==> src/rtl/pc_gen.sv <==
// pc_gen: program-counter generator with BOOT/RUN/HALT control, prioritised
// redirect channels and a saturating count of redirects taken.
// Optional feature: define PC_GEN_ALIGN_CHK_EN to reject redirects whose
// target has bits [1:0] != 0. A rejected target sends the block to HALT and
// pulses misalign_err for one cycle.
module pc_gen #(
  parameter int                XLEN         = 32,
  parameter logic [XLEN-1:0]   RESET_VECTOR = '0,
  parameter int                NUM_REDIR    = 3,
  parameter int                STEP         = 4
) (
  input  logic                      clk,
  input  logic                      reset,
  input  logic                      stop,
  input  logic [NUM_REDIR-1:0]      redir_valid,
  input  logic [NUM_REDIR*XLEN-1:0] redir_target,
  input  logic                      halt_req,
  input  logic                      resume,
  output logic                      fetch_valid,
  input  logic                      fetch_ready,
  output logic [XLEN-1:0]           fetch_pc,
  output logic                      halted,
`ifdef PC_GEN_ALIGN_CHK_EN
  output logic                      misalign_err,
`endif
  output logic [15:0]               redir_cnt
);

  typedef enum logic [1:0] {BOOT = 2'd0, RUN = 2'd1, HALT = 2'd2} state_e;

  state_e          state_q, state_d;
  logic [XLEN-1:0] pc_q, pc_d;
  logic [15:0]     cnt_q, cnt_d;
  logic            armed_q;
  logic            mis_q, mis_d;
  logic [XLEN-1:0] sel_tgt;
  logic            redir_take;
  logic            bad_tgt;

  // Lowest-index asserted channel wins: scan from the top so index 0 lands last.
  always_comb begin
    sel_tgt = '0;
    for (int i = NUM_REDIR - 1; i >= 0; i--) begin
      if (redir_valid[i]) sel_tgt = redir_target[i*XLEN +: XLEN];
    end
  end

  // Redirects are only honoured once BOOT is over.
  assign redir_take = (|redir_valid) && (state_q != BOOT);

`ifdef PC_GEN_ALIGN_CHK_EN
  assign bad_tgt      = redir_take && (sel_tgt[1:0] != 2'b00);
  assign misalign_err = mis_q;
`else
  assign bad_tgt = 1'b0;
`endif

  // Next-state, next-PC and redirect counter.
  always_comb begin
    state_d = state_q;
    pc_d    = pc_q;
    cnt_d   = cnt_q;
    mis_d   = bad_tgt;
    unique case (state_q)
      BOOT:    if (armed_q) state_d = RUN;
      RUN:     if (halt_req) state_d = HALT;
      HALT:    if (resume && !halt_req) state_d = RUN;
      default: state_d = BOOT;
    endcase
    if (redir_take) begin
      // A rejected target keeps the PC and parks the block in HALT.
      if (bad_tgt) state_d = HALT;
      else         pc_d    = sel_tgt;
      if (cnt_q != 16'hFFFF) cnt_d = cnt_q + 16'd1;
    end else if (state_q == RUN && fetch_ready && !stop) begin
      pc_d = pc_q + XLEN'(STEP);
    end
  end

  // State registers; reset loads the boot vector and clears everything else.
  // armed_q marks the first edge after release so BOOT spans one full cycle.
  always_ff @(posedge clk or negedge reset) begin
    if (!reset) begin
      state_q <= BOOT;
      pc_q    <= RESET_VECTOR;
      cnt_q   <= '0;
      armed_q <= 1'b0;
      mis_q   <= 1'b0;
    end else begin
      state_q <= state_d;
      pc_q    <= pc_d;
      cnt_q   <= cnt_d;
      armed_q <= 1'b1;
      mis_q   <= mis_d;
    end
  end

  assign fetch_valid = (state_q == RUN);
  assign halted      = (state_q == HALT);
  assign fetch_pc    = pc_q;
  assign redir_cnt   = cnt_q;

endmodule
==> config.mk <==
export PLATFORM = sky130hd
export DESIGN_NAME = pc_gen
export DESIGN_NICKNAME = d
export VERILOG_FILES = /design/src/rtl/pc_gen.sv
export SDC_FILE = /design/constraint.sdc
export NUM_CORES = 1
export LEC_CHECK = 0
export BUFFER_PORTS_ARGS = -buffer_cell sky130_fd_sc_hd__buf_2
export CAP_MARGIN = 20
export CORE_MARGIN = 2
export CORE_UTILIZATION = 48
export CTS_CLUSTER_SIZE = 12
export DETAILED_ROUTE_END_ITERATION = 8
export PLACE_DENSITY_LB_ADDON = 0.25
export SLEW_MARGIN = 40
export SYNTH_ARGS = -nofsm -noshare
export SYNTH_HDL_FRONTEND = slang
export SYNTH_SLANG_ARGS = --single-unit
export TNS_END_PERCENT = 100
==> constraint.sdc <==
create_clock -name clk -period 2.03 [get_ports clk]
set_input_delay 0 -clock clk [delete_from_list [all_inputs] [get_ports clk]]
set_output_delay 0 -clock clk [all_outputs]
set_load 0.01 [all_outputs]
---- Yosys cells after proc, flatten, opt, wreduce, memory -nomap -nowiden ----
Cells that the tools add are included.
cells by class
  mux-type cells .......................... 9
  eq/ne operators ......................... 6
  $add $sub $neg .......................... 2
  reduce and logical (&&, ||, !) cells .... 12
operators with widths
  operator                                              count
  two-way mux 32 bit                                    5
  adder 32 x 3 -> 32 bit (second input constant)        1
  adder 16 x 1 -> 16 bit (second input constant)        1
  != test 16 bit (second input constant)                1
  two-way mux 2 bit                                     3
  case mux 2 bit (3 select lines)                       1
  logical AND 1 bit                                     4
  != test 2 bit (second input constant)                 2
  nonzero test 2 bit                                    2
  AND reduction 3 bit                                   1
  OR reduction 3 bit                                    1
  equality test 2 x 1 -> 1 bit (second input constant)  1
  equality test 2 bit (second input constant)           1
  zero test 1 bit                                       2
  zero test 2 bit                                       1
  != test 2 x 1 -> 1 bit (second input constant)        1
  AND reduction 2 bit                                   1
storage, ports and cells
  flip-flop bits (word level) ............. 51
  input port bits ......................... 105
  word-level logic and storage cells ...... 33

---- Depth between registers and ports, before layout ----
Gate-level depths: netlist (run 1).
  word-level depth ........................ 5
  mapped depth ............................ 7
  mapped depth without buffers ............ 5

---- Least setup slack after synthesis (run 1) ----
OpenSTA, ideal clock, no wires.
  kind .................................... register to register
  start point ............................. register state_q[1]
  end point ............................... register pc_q[29] (netlist: fetch_pc[29])
  cell stages (with the launch flop) ...... 5
  required time ........................... 1.943 ns
  setup time .............................. 0.087 ns
  arrival time ............................ 1.784 ns
  path buffers ............................ 0
  setup slack ............................. 0.159 ns
  path through ............................ dfrtp_1 -> nand4bb_4 -> or4_4 -> or4b_1 -> o211ai_1
on the way
  word-level cells in the longest chain between the ends .. 4
  elaborated cells between the ends (all ways) .. 7
  those cells by class .................... eq/ne (1); mux (1); reduce/logical (5)
ends and longest elaborated chain
  element                              line  source
  start, declared                      31    state_e state_q, state_d;
  start signal, assigned               90    state_q <= state_d;
  equality test 2 x 1 -> 1 bit         75    end else if (state_q == RUN && fetch_ready && !stop) begin
  logical AND 1 bit (2 in series)      75
  nonzero test 2 bit (no source line)  -
  end signal, assigned                 91    pc_q <= pc_d;
  end, declared                        32    logic [XLEN-1:0] pc_q, pc_d;
Several ways; a longest one is shown, not always the timed one.
A chain may end at the register's enable or synchronous reset.

---- Final worst setup path (run 1) ----
  start point ............................. register state_q[1]
  end point ............................... register pc_q[22] (netlist: fetch_pc[22])
Same word-level chain as after synthesis.

==> results of run 1 <==
==> through the flow <==
| step | std cells | cell area [um^2] |
|---|---|---|
| 2_1_floorplan | 391 | 3480 |
| 3_3_place_gp | 643 | 4500 |
| 3_5_place_dp | 643 | 4500 |
| 4_1_cts | 657 | 4690 |
| 5_1_grt | 658 | 4710 |
| 6_report | 658 | 4710 |
==> worst max-delay path: stages, from the launching register on <==
cell	delay, ps
sky130_fd_sc_hd__dfrtp_1	410
sky130_fd_sc_hd__nor4bb_1	290
sky130_fd_sc_hd__buf_4	190
sky130_fd_sc_hd__nand3_1	250
sky130_fd_sc_hd__or4_1	560
sky130_fd_sc_hd__a31oi_1	170
==> flip-flops by register name, indices dropped and copies added (netlist names) <==
name / cells
armed_q: 1
fetch_pc: 32
redir_cnt: 16
state_q: 2
==> logic make-up (layout without fill, tap and decap cells) <==
| kind of cell | Yosys count | after routing |
|---|---|---|
| AND/OR/NAND/NOR | 165 | 165 |
| AO/OA/AOI/OAI | 114 | 114 |
| flip-flops | 51 | 51 |
| buffers and inverters | 36 | 204 |
| XOR/XNOR | 20 | 20 |
| adder cells (fa/ha/maj) | 2 | 2 |
| multiplexers | 2 | 2 |
| other | 1 | 1 |
==> final timing paths <==
path	endpoint	startpoint
setup / recovery	fetch_pc[22]	state_q[1]
hold / removal	fetch_pc[6]	redir_target[6]
setup reg to reg	fetch_pc[22]	state_q[1]
hold reg to reg	fetch_pc[0]	fetch_pc[0]
max in group asynchronous	fetch_pc[0]	reset
min in group asynchronous	fetch_pc[17]	reset
==> metal layers <==
metal	track usage	routed length, um	vias to the layer above
li1	-	-	1864
met1	0.363	4490	1862
met4	0.0909	229	0
met5	0	0	-
met3	0.0434	720	19
met2	0.463	5440	147
==> power by group <==
| group | switching [W] | internal, W |
|---|---|---|
| logic | 0.00152 | 0.00123 |
| registers | 0.000514 | 0.00143 |
| clock network | 0.000369 | 0.000492 |
==> repair_timing <==
action / CTS / global route
hold buffers: 6 / 0
resized for setup: 0 / 2
endpoints found under the setup margin: 0 / 4
buffers inserted: 0 / 1
endpoints found under the hold margin: 29 / 0
==> final cells by class <==
class	instances	area, um^2	share of cell area
inverters	7	26.3	0.00558
well taps	99	124	0.0263
multi-input cells	304	2080	0.441
repair buffers	189	1060	0.226
flip-flops and latches	51	1280	0.271
clock buffers	5	68.8	0.0146
clock inverters	3	67.6	0.0144
==> cells in the final DEF (no fill, tap or decap), types with 5 or more instances in the layout <==
cell type,instances
sky130_fd_sc_hd__a31oi_1,14
sky130_fd_sc_hd__nand2b_1,27
sky130_fd_sc_hd__dlygate4sd3_1,6
sky130_fd_sc_hd__nand2_1,24
sky130_fd_sc_hd__a221oi_1,6
sky130_fd_sc_hd__o211ai_1,7
sky130_fd_sc_hd__dfrtp_1,50
sky130_fd_sc_hd__nor2_1,9
sky130_fd_sc_hd__o21ai_0,14
sky130_fd_sc_hd__xor2_1,10
sky130_fd_sc_hd__inv_1,7
sky130_fd_sc_hd__nor2b_1,5
sky130_fd_sc_hd__and4_1,6
sky130_fd_sc_hd__buf_2,154
sky130_fd_sc_hd__clkbuf_8,5
sky130_fd_sc_hd__nand4_1,16
sky130_fd_sc_hd__buf_4,27
sky130_fd_sc_hd__or4_1,13
sky130_fd_sc_hd__o31ai_1,12
sky130_fd_sc_hd__a21oi_1,20
sky130_fd_sc_hd__nand3_1,32
sky130_fd_sc_hd__a221o_1,24
sky130_fd_sc_hd__xnor2_1,10
==> impl_summary.log, run 1 <==
[metrics] placeable core area: 7140 um^2
[metrics] largest net degree at the start of global routing: 37
[metrics] cell row count: 31
[metrics] net count reported at finish: 665
[metrics] most common cell in the synthesized netlist: sky130_fd_sc_hd__dfrtp_1
[metrics] net count after synthesis: 498
[metrics] pin slew with the least headroom to its limit: 646 ps
[metrics] DRT Pass-1 Iters: 4
[metrics] CTS tree: built
[metrics] power per standard cell area: 1180 nW/um^2
[metrics] cell leakage power: roughly 2.1 nW
[metrics] Seq cells post-synth: 51
[metrics] number of sinks on the clock net: 51
[metrics] shortest period the worst path allows: roughly 2000 ps
[metrics] period utilization: 0.959
[metrics] IR drop worst, VDD: 926 uV
[metrics] final routed wire length divided by cell count: 16.5 um
[metrics] crit-path max FO: 9
[metrics] max-slew violations: 0
[metrics] Syn-to-layout area delta: 35.3%
[metrics] starting density of the core: 0.487
[metrics] post-route clock skew: 8.59 ps
[metrics] # port buffers: 154
[metrics] vias in the first global route: 3589
[metrics] warnings from Yosys: 0
[metrics] WL final: 10.9 mm
[metrics] cts bufs inserted: 5
[metrics] clock tree root driver cell: sky130_fd_sc_hd__clkbuf_8
[metrics] top_reg_cell synth: sky130_fd_sc_hd__dfrtp_1
[metrics] Pwr Total: 0.00556 W
[metrics] Fin Hold WS: roughly 3.6 ps
[metrics] WS Path Type: register to register
[metrics] number of enable flip-flop cells after synthesis: 0
[metrics] Mean Syn Cell Area: 8.89 um^2
[metrics] main area contributors after synthesis: sky130_fd_sc_hd__dfrtp_1 (37%), sky130_fd_sc_hd__a221o_1 (6.9%), sky130_fd_sc_hd__nand2b_1 (4.9%)
[metrics] data arrival time of the worst path: 2190 ps
[metrics] post-route DRC violation count: 0
[metrics] Gate Count Post-Synth: 391
[metrics] kind of end point of the critical path: register
[metrics] Worst Hold Class: primary input to register
[metrics] worst path required time: 2270 ps
[metrics] worst path setup slack after routing: 82.4 ps
[metrics] Worst Setup Slack post-DPL: 85.2 ps
[metrics] flop2flop setup slack: 80 ps
[metrics] IO Count: about 160
[metrics] number of maximum-capacitance violations: 0
[metrics] Die Span Y: slightly below 90 um
[metrics] floorplan die area: 7940 um^2
[metrics] largest family of logic cells by synthesized area: simple AND/OR/NAND/NOR gates
[metrics] Compound-Gate Fraction of Synth Area: 0.241
[metrics] detailed-route via count: 3892
[metrics] share of synthesized cell area in full adder, half adder and majority cells: 0.00720
[metrics] most used standard cells in the synthesized netlist: sky130_fd_sc_hd__dfrtp_1 (51), sky130_fd_sc_hd__nand3_1 (32), sky130_fd_sc_hd__nand2b_1 (27), sky130_fd_sc_hd__a221o_1 (24), sky130_fd_sc_hd__nand2_1 (24)
[metrics] RD Place Congestion: 0.894
[metrics] r2r worst-path depth: 5
[metrics] total half-perimeter wirelength after legalization and detailed placement: 8.35 mm
[metrics] share of final-layout standard cells stronger than drive strength 1: 0.354
[metrics] antenna viol nets, final: 0
[metrics] area share of xor/xnor cells in the synthesized design: 0.0504
[metrics] cell depth of the worst hold path: 4
[metrics] detailed-route vias per instance: 5.91
[metrics] antenna diode count: 0
[metrics] overflow left after global routing: 0
[metrics] Final Hold Viols: 0
[metrics] remaining max-slew budget at the tightest pin: 0.569
[metrics] share of synthesized area spent on multiplexers: 0.00612
[metrics] clock transition at the register clock pins on the worst setup and hold paths after CTS: 100 ps
[metrics] share of synthesized cell area in and, or, nand and nor gates: 0.286
[metrics] final standard cell utilization of the core: 0.659
[metrics] setup violation total in the final timing report: 0
[metrics] Distinct cells, synth: 51
[metrics] sequential element share of the synthesized area: 0.367
[metrics] first-iteration detailed-routing DRC count: 252
[metrics] largest area contributor in the synthesized netlist: sky130_fd_sc_hd__dfrtp_1
[metrics] Worst-Skew Late Latency: 320 ps
[metrics] Startpoint Class: register
[metrics] FMAX: 513 MHz
[metrics] number of antenna violations at the first check in global routing: 0
[metrics] FFs w/ async S/R, synth: 1.00
[metrics] Max Root-Sink Buffers: 2
[metrics] result of the run: finished clean
[metrics] share of Yosys cell area claimed by the top area cell type: 0.367
[metrics] die width: 89.1 um
[metrics] cell area after technology mapping: 3480 um^2
[metrics] total routing usage reported by global routing: 0.275
[metrics] CTS H-tree lvls: 2
[metrics] final total negative setup slack: 0 ps
[metrics] global-route wire length before repair: 17.0 mm
[metrics] filler cell count: 669
Power figures use the tool's default switching activity.
==> run 2, diff against run 1 <==
==> constraint.sdc (replaced) <==
create_clock -name clk -period 2.03 [get_ports clk]
set_input_delay 0.203 -clock clk [delete_from_list [all_inputs] [get_ports clk]]
set_output_delay 0.203 -clock clk [all_outputs]
set_load 0.01 [all_outputs]
==> run 2 against run 1 <==
  * Non-clock buffer count grew 6
  * Clock-buffer cell count stayed put
  * Global-route usage barely moved
  * Fmax down 0.17%
  * Sequential power about the same
  * First-iteration DRC count down 7.1%
  * Critical path depth unchanged
  * Clock power shrank 2%
  * Worst setup slack lost 3.3 ps
  * Sequential share of layout area decreased by 0.13 points
  * Wire length fell by 0.12%
  * Die area stayed put
  * Critical endpoint is now fetch_pc[30]
  * Largest power group unchanged
  * Highest routed layer unchanged
==> impl_summary.log, run 2 (synthesized netlist as in run 1, its figures left out) <==
[metrics] cell leakage power: ~2.1 nW
[metrics] net count reported at finish: 671
[metrics] highest-delay cell along the critical path: sky130_fd_sc_hd__or4_1
[metrics] number of antenna violations at the first check in global routing: 0
[metrics] CTS H-tree lvls: 2
[metrics] end point of the worst hold path: state_q[0]
[metrics] kind of end point of the critical path: register
[metrics] floorplan die area: approximately 7900 um^2
[metrics] # port buffers: roughly 150
[metrics] data arrival time of the worst path: roughly 2200 ps
[metrics] final std cells w/o fill: 664
[metrics] Worst-Skew Late Latency: 310 ps
[metrics] first-iteration detailed-routing DRC count: approximately 230
[metrics] crit-path max FO: 4
[metrics] worst path required time: around 2300 ps
[metrics] die width: 89.1 um
[metrics] clock tree root driver cell: sky130_fd_sc_hd__clkbuf_8
[metrics] WS Path Type: register to register
[metrics] pin slew with the least headroom to its limit: just under 600 ps
[metrics] r2r endpoint: fetch_pc[30]
[metrics] WL final: 10.9 mm
[metrics] shortest period the worst path allows: 1950 ps
[metrics] IO Count: between 150 and 200
[metrics] global-route wire length before repair: 17.1 mm
[metrics] DRT Pass-1 Iters: 5
[metrics] most common cell after layout, fill and taps aside: sky130_fd_sc_hd__buf_2
[metrics] IR drop worst, VDD: around 670 uV
[metrics] number of flip-flops in the largest register: 32
[metrics] highest-count cells in the layout ignoring fill and taps: sky130_fd_sc_hd__buf_2 (153), sky130_fd_sc_hd__dfrtp_1 (49), sky130_fd_sc_hd__buf_4 (40)
[metrics] startpoint of the most critical register-to-register path: fetch_pc[3]
[metrics] RD Place Congestion: 0.861
[metrics] cts bufs inserted: 5
[metrics] Final Hold Viols: 0
[metrics] Placed Instances: 649
[metrics] result of the run: finished clean
[metrics] antenna diode count: 0
[metrics] total routing usage reported by global routing: 0.274
[metrics] share of final-layout standard cells stronger than drive strength 1: 0.375
[metrics] detailed-route via count: 3965
[metrics] start point of the worst min-delay path: resume
[metrics] r2r worst-path depth: 5
[metrics] flop2flop setup slack: 80 ps
[metrics] max-slew violations: 0
[metrics] clock transition at the register clock pins on the worst setup and hold paths after CTS: 100 ps
[metrics] FMAX: 513 MHz
[metrics] Die Span Y: 89.1 um
[metrics] detailed-route vias per instance: 5.97
[metrics] remaining max-slew budget at the tightest pin: 0.613
[metrics] vias in the first global route: ~3700
[metrics] number of sinks on the clock net: 51
[metrics] cell depth of the worst hold path: 3
[metrics] final routed wire length divided by cell count: 16.4 um
[metrics] total half-perimeter wirelength after legalization and detailed placement: about 8.4 mm
[metrics] post-route clock skew: roughly 9.6 ps
[metrics] overflow left after global routing: 0
[metrics] number of maximum-capacitance violations: 0
[metrics] largest net degree at the start of global routing: 43
[metrics] Syn-to-layout area delta: 36.1%
[metrics] power per standard cell area: 1190 nW/um^2
[metrics] placeable core area: 7140 um^2
[metrics] CTS tree: built
[metrics] Startpoint Class: register
[metrics] Max Root-Sink Buffers: 2
[metrics] Worst Hold Class: primary input to register
[metrics] setup violation total in the final timing report: 0
[metrics] cell row count: 31
[metrics] post-route DRC violation count: 0
[metrics] Pwr Total: 0.00564 W
[metrics] starting density of the core: 0.487
[metrics] period utilization: 0.961
[metrics] cells along the critical path: ha_2 > inv_1 > or4_1 > or4b_1 > nand3_1
[metrics] largest stage delay on the critical path: 560 ps
[metrics] antenna viol nets, final: 0
-- run 2: cell type report --
type,instances,area [um^2]
fill,644,2400
multi-input combinational,304,2080
sequential,51,1280
timing repair buffer,195,1090
tap,99,124
clock buffer,5,68.8
clock inverter,3,67.6
inverter,7,26.3
-- run 2: layer usage --
| metal | routed length (um) | part of all wire | vias up | global-route usage |
|---|---|---|---|---|
| met1 | 4620 | 0.43 | 1907 | 0.354 |
| met2 | 5330 | 0.49 | 157 | 0.477 |
| met5 | 0 | 0 | - | 0 |
| li1 | - | - | 1879 | - |
| met4 | 247 | 0.023 | 0 | 0.0814 |
| met3 | 669 | 0.062 | 22 | 0.0416 |
-- run 2: timing repair --
item,4_1_cts,5_1_grt
pin swaps,0,1
gates resized for setup,1,4
setup buffers,0,6
hold buffers,1,0
setup endpoints to repair,1,8
hold endpoints to repair,32,0
-- run 2: worst max-delay path by stage --
stage | startpoint | end | slack, ps | cells after the start
after floorplan | state_q[1] | fetch_pc[29] | 160 | 4
after global placement | state_q[0] | redir_cnt[9] | 80 | 5
after detailed placement | state_q[0] | redir_cnt[9] | 40 | 5
after CTS | state_q[0] | fetch_pc[15] | 70 | 6
after global routing | state_q[1] | fetch_pc[15] | -20 | 6
final | fetch_pc[3] | fetch_pc[30] | 80 | 5
-- run 2: power breakdown --
group          internal, W  leakage [nW]  switching, W
clock network     0.000492        0.0644      0.000353
registers          0.00144         0.609      0.000522
logic              0.00129          1.45       0.00155
total              0.00322          2.13       0.00242
-- run 2: worst max-delay path, delay by kind of cell (launching register included) --
kind	cells	cell delay [ps]
adder cells (fa/ha/maj)	1	250
buffers and inverters	1	80
flip-flops	1	440
AND/OR/NAND/NOR	3	1120
-- run 2: stage by stage --
stage                     hold slack, ps  TNS, ps  area, um^2  utilization  setup slack [ps]
after floorplan                    -92.6        0        3480            -               159
after global placement               321        0        4530        0.635              77.0
after detailed placement             318        0        4530        0.635              38.3
after CTS                            176        0        4680        0.655              69.8
after global routing                 195    -19.1        4730        0.663             -19.1
final                                169        0        4730        0.663              79.1
==> run 3, diff against run 2 <==
Settings changed: CELL_PAD_IN_SITES_DETAIL_PLACEMENT from default to 0, CELL_PAD_IN_SITES_GLOBAL_PLACEMENT from default to 1, CORE_UTILIZATION 48 to 34, REMOVE_ABC_BUFFERS from default to 1.
==> run 3 against run 2 <==
  * Core utilization down 18 points
  * Cell area decreased by 0.13%
  * Total power shrank 2.2%
  * Combinational power barely moved
  * Hold slack better by 20 ps
  * Fmax grew 0.98%
  * Critical path type unchanged
  * Critical endpoint is now fetch_pc[29]
  * Largest cell class unchanged
==> impl_summary.log, run 3 (synthesized netlist as in run 1, its figures left out) <==
[metrics] highest-delay cell along the critical path: sky130_fd_sc_hd__or4_4
[metrics] starting density of the core: 0.352
[metrics] power share of the sequential group: 0.346
[metrics] total half-perimeter wirelength after legalization and detailed placement: 7.86 mm
[metrics] kind of end point of the critical path: register
[metrics] final routed wire length divided by cell count: 15.8 um
[metrics] cell row count: 36
[metrics] data arrival time of the worst path: roughly 2200 ps
[metrics] Placed Instances: just under 700
[metrics] number of sinks on the clock net: 51
[metrics] highest-count cells in the layout ignoring fill and taps: sky130_fd_sc_hd__buf_2 (154), sky130_fd_sc_hd__dfrtp_1 (51), sky130_fd_sc_hd__nand3_1 (32)
[metrics] portion of total power attributed to combinational logic: 0.519
[metrics] max-slew violations: 0
[metrics] post-route clock skew: 12.9 ps
[metrics] Final Hold Viols: 0
[metrics] largest net degree at the start of global routing: 55
[metrics] Pwr Total: 0.00552 W
[metrics] number of antenna violations at the first check in global routing: 0
[metrics] setup violation total in the final timing report: 0
[metrics] antenna diode count: 0
[metrics] floorplan die area: 11100 um^2
[metrics] most common cell after layout, fill and taps aside: sky130_fd_sc_hd__buf_2
[metrics] clock tree root driver cell: sky130_fd_sc_hd__clkbuf_8
[metrics] Die Span Y: 105 um
[metrics] RD Place Congestion: 0.819
[metrics] cell leakage power: around 2.1 nW
[metrics] area used by sequential logic in the layout: 1280 um^2
[metrics] number of maximum-capacitance violations: 0
[metrics] filler cell count: 1017
[metrics] WL final: 10.9 mm
[metrics] detailed-route via count: 3791
[metrics] cell internal pwr: 0.00310 W
[metrics] detailed-route vias per instance: 5.50
[metrics] cells along the critical path: nand4bb_4 > or4_4 > or4b_1 > o211ai_1
[metrics] crit-path max FO: 4
[metrics] unrepaired setup endpoints after global routing: true
[metrics] DRT Pass-1 Iters: 4
[metrics] final total negative setup slack: 0 ps
[metrics] net count reported at finish: 662
[metrics] Syn-to-layout area delta: 35.9%
[metrics] largest stage delay on the critical path: between 500 and 600 ps
[metrics] share of final-layout standard cells stronger than drive strength 1: 0.360
[metrics] IO Count: 155
[metrics] category of cells accounting for the largest share of critical-path delay: simple AND/OR/NAND/NOR gates
[metrics] remaining max-slew budget at the tightest pin: 0.568
[metrics] IR drop worst, VDD: 608 uV
[metrics] global-route wire length before repair: 17.6 mm
[metrics] FMAX: 518 MHz
[metrics] final std cells w/o fill: 689
[metrics] clock share of power: 0.135
[metrics] worst path required time: 2260 ps
[metrics] Worst-Skew Late Latency: around 310 ps
[metrics] overflow left after global routing: 0
[metrics] count of buffering cells on the critical path with inverters included: 0
[metrics] power per standard cell area: 1170 nW/um^2
[metrics] # port buffers: 154
[metrics] Startpoint Class: register
[metrics] total routing usage reported by global routing: 0.195
[metrics] post-route DRC violation count: 0
[metrics] period utilization: 0.952
[metrics] area taken by multi-input logic gates: 2090 um^2
[metrics] placeable core area: 9860 um^2
[metrics] die width: 105 um
[metrics] cts bufs inserted: 5
[metrics] CTS tree: built
[metrics] result of the run: finished clean
[metrics] shortest period the worst path allows: 1930 ps
[metrics] switch share: 0.438
[metrics] Max Root-Sink Buffers: 2
[metrics] CTS H-tree lvls: 2
[metrics] number of flip-flops in the largest register: 32
[metrics] switching component of the power: 0.00242 W
[metrics] pin slew with the least headroom to its limit: 648 ps
[metrics] Worst Hold Class: primary input to register
[metrics] antenna viol nets, final: 0
[metrics] clock transition at the register clock pins on the worst setup and hold paths after CTS: ~100 ps
[metrics] first-iteration detailed-routing DRC count: 170
[metrics] vias in the first global route: 3540
[metrics] WS Path Type: register to register
## run 3: what timing repair did
item,in CTS,in global routing
buffers inserted,0,1
pin swaps,0,3
hold endpoints to repair,51,0
hold buffers,1,0
setup endpoints to repair,2,4
gates resized for setup,1,0
## run 3: cell type report
cell class | count | share of cell area
inverter | 7 | 0.00556
clock inverter | 3 | 0.00979
sequential | 51 | 0.270
timing repair buffer | 186 | 0.222
multi-input combinational | 304 | 0.443
tap | 133 | 0.0352
clock buffer | 5 | 0.0146
## run 3: layer usage
metal | routed length, um | GRT usage
met1 | 5200 | 0.275
met2 | 4940 | 0.309
met3 | 673 | 0.0393
met4 | 83 | 0.0410
met5 | 0 | 0
## run 3: path summary, 6_finish.rpt
| check | startpoint | to | slack [ps] | cells after the start |
|---|---|---|---|---|
| worst max-delay path | state_q[1] | fetch_pc[29] | 100 | 4 |
| worst min-delay path | resume | state_q[0] | 190 | 3 |
| worst max register to register | state_q[1] | fetch_pc[29] | 100 | 4 |
| worst min register to register | fetch_pc[0] | fetch_pc[0] | 490 | 2 |
| max in group asynchronous | reset | fetch_pc[24] | 1360 | 3 |
| min in group asynchronous | reset | fetch_pc[13] | 410 | 3 |
## run 3: worst register-to-register path: stages (launching register included)
cell	delay [ps]
sky130_fd_sc_hd__dfrtp_1	430
sky130_fd_sc_hd__nand4bb_4	220
sky130_fd_sc_hd__or4_4	570
sky130_fd_sc_hd__or4b_1	520
sky130_fd_sc_hd__o211ai_1	110
## run 3: power by group through the flow
stage | Clock (W) | Sequential, W | Combinational [W]
after floorplan | 0 | 0.00210 | 0.00128
after global placement | 0 | 0.00191 | 0.00282
after detailed placement | 0 | 0.00191 | 0.00287
after CTS | 0.000773 | 0.00190 | 0.00289
after global routing | 0.000810 | 0.00199 | 0.00316
final | 0.000748 | 0.00191 | 0.00286
## run 3: through the flow
step	utilization	hold slack [ps]	setup slack, ps	instance area, um^2
3_5_place_dp	0.465	229	-24.5	4590
5_1_grt	0.479	190	-1.74	4730
4_1_cts	0.478	180	83.0	4720
3_3_place_gp	0.465	226	4.50	4590
2_1_floorplan	-	-92.6	-1770	3360
6_report	0.479	189	98.1	4730
